File: config.mk
export PLATFORM = sky130hd
export DESIGN_NAME = rpn_eval
export DESIGN_NICKNAME = d
export VERILOG_FILES = /design/src/rtl/rpn_pkg.sv /design/src/rtl/rpn_alu.sv /design/src/rtl/rpn_eval.sv
export SDC_FILE = /design/constraint.sdc
export NUM_CORES = 1
export LEC_CHECK = 0
export BUFFER_PORTS_ARGS = -buffer_cell sky130_fd_sc_hd__buf_2
export CAP_MARGIN = 10
export CORE_ASPECT_RATIO = 2
export CORE_MARGIN = 1.5
export CORE_UTILIZATION = 35
export CTS_BUF_LIST = sky130_fd_sc_hd__clkbuf_16
export CTS_CLUSTER_DIAMETER = 60
export DETAILED_ROUTE_END_ITERATION = 12
export SLEW_MARGIN = 25
export SYNTH_ARGS = -nofsm -noshare
export SYNTH_HDL_FRONTEND = slang
export SYNTH_SLANG_ARGS = --single-unit
File: constraint.sdc
create_clock -name clk -period 2.9 [get_ports clk]
set_clock_uncertainty 0.15 [all_clocks]
set_input_delay 0.58 -clock clk [delete_from_list [all_inputs] [get_ports clk]]
set_output_delay 0.58 -clock clk [all_outputs]
set_load 0.01 [all_outputs]
File: src/rtl/rpn_pkg.sv
// rpn_pkg: shared definitions for the reverse-Polish evaluator.
//   - opcode encodings carried in tok_data[2:0]
//   - error codes reported on err_code
//   - evaluator FSM state type
package rpn_pkg;

  localparam logic [2:0] OP_ADD  = 3'd0;
  localparam logic [2:0] OP_SUB  = 3'd1;
  localparam logic [2:0] OP_AND  = 3'd2;
  localparam logic [2:0] OP_OR   = 3'd3;
  localparam logic [2:0] OP_XOR  = 3'd4;
  localparam logic [2:0] OP_EMIT = 3'd7;

  localparam logic [1:0] ERR_NONE = 2'd0;
  localparam logic [1:0] ERR_OVF  = 2'd1;
  localparam logic [1:0] ERR_UNF  = 2'd2;
  localparam logic [1:0] ERR_OP   = 2'd3;

  typedef enum logic [3:0] {
    IDLE,
    PUSH,
    POP_B,
    POP_A,
    LOAD_A,
    WB,
    EPOP,
    ELOAD,
    OUT,
    ERR
  } rpn_state_t;

  // Binary operators occupy the contiguous range ADD..XOR.
  function automatic logic is_binop(input logic [2:0] op);
    return (op <= OP_XOR);
  endfunction

endpackage

File: src/rtl/rpn_alu.sv
// rpn_alu: combinational ALU for the evaluator.
//   a  : second-popped operand
//   b  : first-popped operand (top of stack)
//   op : opcode (ADD, SUB, AND, OR, XOR); other codes yield zero
//   y  : result, modulo 2^W
module rpn_alu
  import rpn_pkg::*;
#(
  parameter int W = 8
) (
  input  logic [W-1:0] a,
  input  logic [W-1:0] b,
  input  logic [2:0]   op,
  output logic [W-1:0] y
);

  always_comb begin
    y = '0;
    case (op)
      OP_ADD:  y = a + b;
      OP_SUB:  y = a - b;
      OP_AND:  y = a & b;
      OP_OR:   y = a | b;
      OP_XOR:  y = a ^ b;
      default: y = '0;
    endcase
  end

endmodule

File: src/rtl/rpn_eval.sv
// rpn_eval: reverse-Polish evaluator driving an external stack.
//   clk, reset                    : clock, synchronous active-low reset
//   tok_valid/tok_ready           : token handshake
//   tok_is_op, tok_data           : opcode flag and operand/opcode value
//   res_valid/res_ready, res_data : emitted-result handshake
//   stk_push, stk_pop, stk_din    : stack command outputs
//   stk_dout, stk_full, stk_empty : stack status inputs (dout registered)
//   depth                         : tracked stack occupancy
//   err, err_code                 : sticky error flag and first error code
module rpn_eval
  import rpn_pkg::*;
#(
  parameter int DEPTH = 8,
  parameter int W     = 8
) (
  input  logic                         clk,
  input  logic                         reset,
  input  logic                         tok_valid,
  output logic                         tok_ready,
  input  logic                         tok_is_op,
  input  logic [W-1:0]                 tok_data,
  output logic                         res_valid,
  input  logic                         res_ready,
  output logic [W-1:0]                 res_data,
  output logic                         stk_push,
  output logic                         stk_pop,
  output logic [W-1:0]                 stk_din,
  input  logic [W-1:0]                 stk_dout,
  input  logic                         stk_full,
  input  logic                         stk_empty,
  output logic [$clog2(DEPTH+1)-1:0]   depth,
  output logic                         err,
  output logic [1:0]                   err_code
);

  localparam int DW = $clog2(DEPTH + 1);

  rpn_state_t    r_state, w_next;
  logic [W-1:0]  r_opnd, r_a, r_b, r_res;
  logic [2:0]    r_op;
  logic [DW-1:0] r_depth;
  logic [1:0]    r_err_code, w_err_code;
  logic [2:0]    w_tok_op;
  logic [W-1:0]  w_alu_y;

  assign w_tok_op = tok_data[2:0];

  rpn_alu #(.W(W)) u_alu (
    .a  (r_a),
    .b  (r_b),
    .op (r_op),
    .y  (w_alu_y)
  );

  always_ff @(posedge clk) begin
    if (!reset) begin
      r_state    <= IDLE;
      r_depth    <= '0;
      r_err_code <= ERR_NONE;
      r_opnd     <= '0;
      r_op       <= OP_ADD;
      r_a        <= '0;
      r_b        <= '0;
      r_res      <= '0;
    end else begin
      r_state <= w_next;
      // ERR is only entered from IDLE and never left, so the first code sticks.
      if (r_state == IDLE && w_next == ERR) r_err_code <= w_err_code;
      if (r_state == IDLE && tok_valid) begin
        r_opnd <= tok_data;
        r_op   <= w_tok_op;
      end
      case (r_state)
        PUSH:    r_depth <= r_depth + DW'(1);
        POP_A:   r_b     <= stk_dout;
        LOAD_A:  r_a     <= stk_dout;
        WB:      r_depth <= r_depth - DW'(1);
        EPOP:    r_depth <= r_depth - DW'(1);
        ELOAD:   r_res   <= stk_dout;
        default: ;
      endcase
    end
  end

  always_comb begin
    w_next     = r_state;
    w_err_code = ERR_NONE;
    tok_ready  = 1'b0;
    res_valid  = 1'b0;
    err        = 1'b0;
    stk_push   = 1'b0;
    stk_pop    = 1'b0;
    stk_din    = '0;

    case (r_state)
      IDLE: begin
        tok_ready = 1'b1;
        if (tok_valid) begin
          if (!tok_is_op) begin
            if (r_depth == DW'(DEPTH) || stk_full) begin
              w_next     = ERR;
              w_err_code = ERR_OVF;
            end else begin
              w_next = PUSH;
            end
          end else if (is_binop(w_tok_op)) begin
            if (r_depth < DW'(2)) begin
              w_next     = ERR;
              w_err_code = ERR_UNF;
            end else begin
              w_next = POP_B;
            end
          end else if (w_tok_op == OP_EMIT) begin
            if (r_depth == '0 || stk_empty) begin
              w_next     = ERR;
              w_err_code = ERR_UNF;
            end else begin
              w_next = EPOP;
            end
          end else begin
            w_next     = ERR;
            w_err_code = ERR_OP;
          end
        end
      end
      PUSH: begin
        stk_push = 1'b1;
        stk_din  = r_opnd;
        w_next   = IDLE;
      end
      POP_B: begin
        stk_pop = 1'b1;
        w_next  = POP_A;
      end
      POP_A: begin
        stk_pop = 1'b1;
        w_next  = LOAD_A;
      end
      LOAD_A: w_next = WB;
      WB: begin
        stk_push = 1'b1;
        stk_din  = w_alu_y;
        w_next   = IDLE;
      end
      EPOP: begin
        stk_pop = 1'b1;
        w_next  = ELOAD;
      end
      ELOAD: w_next = OUT;
      OUT: begin
        res_valid = 1'b1;
        if (res_ready) w_next = IDLE;
      end
      ERR: begin
        tok_ready = 1'b1;
        err       = 1'b1;
      end
      default: w_next = IDLE;
    endcase

    // Reset aborts stack traffic on the very cycle it is asserted.
    if (!reset) begin
      stk_push = 1'b0;
      stk_pop  = 1'b0;
      stk_din  = '0;
    end
  end

  assign depth    = r_depth;
  assign res_data = r_res;
  assign err_code = r_err_code;

endmodule

==> run_results.csv <==
group,metric,value,unit
synthesis,synthMuxAreaShare,1.10,%
clocking,root_buffer,"clkbuf_16",
synthesis,synth-compound-area-share,22.1,%
setup_path,endpoint_kind,"primary output",
finish,layout_common_cells,"nand2_1 (77), buf_2 (49), a21oi_1 (43), dfxtp_1 (38), buf_4 (37)",
power_and_ir_drop,leakage,1.67,nW
floorplanning,floorplan.initialDensity,36.0,%
sta,relSlewSlack,56.8,%
clocking,cts_max_level,2,
global_route,grt_usage,21.5,%
power_and_ir_drop,total_power,1.66,mW
synthesis,synth_top_family_by_area,"simple AND/OR/NAND/NOR gates",
min_path,hold_path.class,"flip-flop to flip-flop",
synthesis,synthSimpleGateAreaFrac,24.9,%
finish,layout.cells.non_filler,562,
setup_path,critPathLaunch,"r_b[0]",
placed_design,dp.cells,540,
run_status,status,"finished with violations",
sta,worstMarginPinSlew,646,ps
detailed_routing,drtAntennaViolNets,0,
synthesis,ys_warn_count,0,
finish,layout.cells.most_common,"nand2_1",
sta,setup_viol_count_final,8,
synthesis,ys_seq_area_share,29.4,%
power_and_ir_drop,p_per_area,417,mW/mm2
synthesis,synthesis.area,0.00286,mm2
clocking,cts_tree,"yes",
setup_path,r2r_start,"r_state[0]",
run_status,violations,"negative setup slack",
synthesis,synth_xor_xnor_area_share,4.60,%
detailed_routing,drc,0,
floorplanning,fp.dieArea,0.00875,mm2
sta,rsz0062_at_grt,"yes",
global_route,grt_pass1_wl,14200,um
min_path,min_from,"res_data[4]",
sta,slew_violations,0,
finish,drive_gt1_share,33.0,%
detailed_routing,wl_per_cell,16.4,um
synthesis,synthAdderAreaFrac,12.8,%
synthesis,synthArstFlopShare,0,%
clocking,cts.sinks,42,
run,maxCapViolCount,0,
sta,timing.final.crit_share,116,%
synthesis,synth_cell_types,53,
power_and_ir_drop,vdd_drop_max,361,uV
synthesis,synth_area_per_cell,7.60,um2
setup_path,arrival,2640,ps
finish,fin_util,50.0,%
clocking,cts.clk_slew.worst_paths,60,ps
setup_path,required,2170,ps
synthesis,ys.flop_type,"dfxtp_1",
placed_design,io_buffers,49,
placed_design,detailed_place_hpwl,7010,um
finish,fillers,817,
global_route,grt_pass1_vias,3068,
floorplanning,die_w,66.9,um
detailed_routing,drt_iter0_markers,144,
clocking,cts.path.max_buffers,2,
finish,area_delta_synth_final,39.0,%
sta,fmax,297,MHz
floorplanning,ios,50,
setup_path,worstSetupStartpointType,"flip-flop",
detailed_routing,wl,9240,um
floorplanning,coreArea,0.00794,mm2
sta,worst_slack,-470,ps
finish,final_nets,516,
setup_path,cp_max_fo,3,
floorplanning,num_rows,46,
synthesis,synth_fp_nets,427,
floorplanning,die_h,131,um
clocking,numCtsBuffers,5,
global_route,grt_max_degree,28,
synthesis,synthCells,376,
clocking,insertion_delay,290,ps
global_route,grt_antenna_before_repair,0,
sta,min_period,3370,ps
detailed_routing,viasPerCell,5.34,
placed_design,gp_congestion,0.918,
global_route,grt_overflow,0,
synthesis,synth-edff-count,0,
finish,antenna-diode-count,0,
setup_path,worst-setup-path-type,"flip-flop to primary output",
detailed_routing,vias,2999,
sta,hold_violations,0,
detailed_routing,dr.pass1.iters,6,
synthesis,synth_seq_cells,42,
[power breakdown]
group          total (mW)  switching [mW]  internal (mW)
combinational       0.301           0.185          0.116
sequential          0.634          0.0320          0.602
clock               0.721           0.231          0.490
total                1.66           0.448           1.21
[critical path, stage by stage, from the launching register on]
cell and delay (ps):
dfxtp_2 330, inv_2 80, ha_4 150, nand2_4 50, o41ai_4 290, buf_4 170, xnor2_2 70, ha_1 340
nand2b_1 110, o32ai_2 220, nor2_1 90, o22ai_2 120, a21oi_2 50, o21ai_1 120, buf_2 140
[cell families (layout without fill, tap and decap cells)]
family                   Yosys count  count (layout)
AND/OR/NAND/NOR                  153             153
AO/OA/AOI/OAI                    100             100
flip-flops                        42              42
buffers and inverters             35             125
adder cells (fa/ha/maj)           28              28
XOR/XNOR                          15              15
multiplexers                       3               3
[layout make-up]
| class | instances | area, um2 | share of cell area [%] |
|---|---|---|---|
| well taps | 96 | 120 | 3.02 |
| repair buffers | 98 | 658 | 16.6 |
| inverters | 19 | 71.3 | 1.80 |
| multi-input cells | 299 | 2090 | 52.6 |
| clock buffers | 5 | 125 | 3.15 |
| clock inverters | 3 | 63.8 | 1.61 |
| flip-flops and latches | 42 | 846 | 21.3 |
[timing repair]
action	CTS	global route
setup endpoints to repair	7	8
hold buffers	0	0
pin swaps	24	27
hold endpoints to repair	0	0
setup buffers	12	4
gates resized for setup	31	26
[final timing paths]
kind,slack [ps],to,cells after the start
min,300,res_data[4],2
min reg2reg,300,res_data[4],2
max,-470,stk_din[6],14
max reg2reg,480,depth[3],9
[stage by stage]
stage	setup WS [ps]	TNS (ps)	hold slack, ps	instance area [um2]
2_1_floorplan	-14.1	-14.1	286	2890
5_1_grt	-603	-3520	331	3970
4_1_cts	-474	-2730	305	3830
3_5_place_dp	-361	-1510	296	3430
3_3_place_gp	-413	-1260	294	3430
6_report	-470	-2690	304	3970
[state kept, by name, summed over array words and instances, names as in the netlist]
name,cells
res_data,8
r_opnd,8
depth,4
r_a,8
err_code,2
r_b,8
r_state,4
[cell usage after synthesis (4+ instances only)]
| library cell | count | area share (%) |
|---|---|---|
| clkbuf_1 | 9 | 1.2 |
| o21ai_0 | 6 | 1.1 |
| nor2b_1 | 9 | 2.0 |
| nor2_1 | 27 | 3.5 |
| ha_1 | 26 | 11 |
| o22ai_1 | 7 | 1.5 |
| a22oi_1 | 9 | 2.4 |
| nand3_1 | 5 | 0.88 |
| a21oi_1 | 47 | 8.2 |
| xnor2_1 | 12 | 3.7 |
| buf_2 | 5 | 0.88 |
| inv_1 | 18 | 2.4 |
| nand2b_1 | 8 | 1.8 |
| nor3_1 | 9 | 1.6 |
| nor3_2 | 4 | 1.4 |
| o21ai_1 | 6 | 1.1 |
| nand2_1 | 79 | 10 |
| dfxtp_1 | 42 | 29 |
[layer usage]
| layer | track usage, % | vias to the layer above | wire [um] |
|---|---|---|---|
| met5 | 0 | - | 0 |
| met3 | 2.40 | 37 | 191 |
| met4 | 16.9 | 0 | 652 |
| met1 | 20.2 | 1412 | 3210 |
| li1 | - | 1487 | - |
| met2 | 40.3 | 63 | 5190 |
No activity file was read; power rests on OpenSTA's default activity.
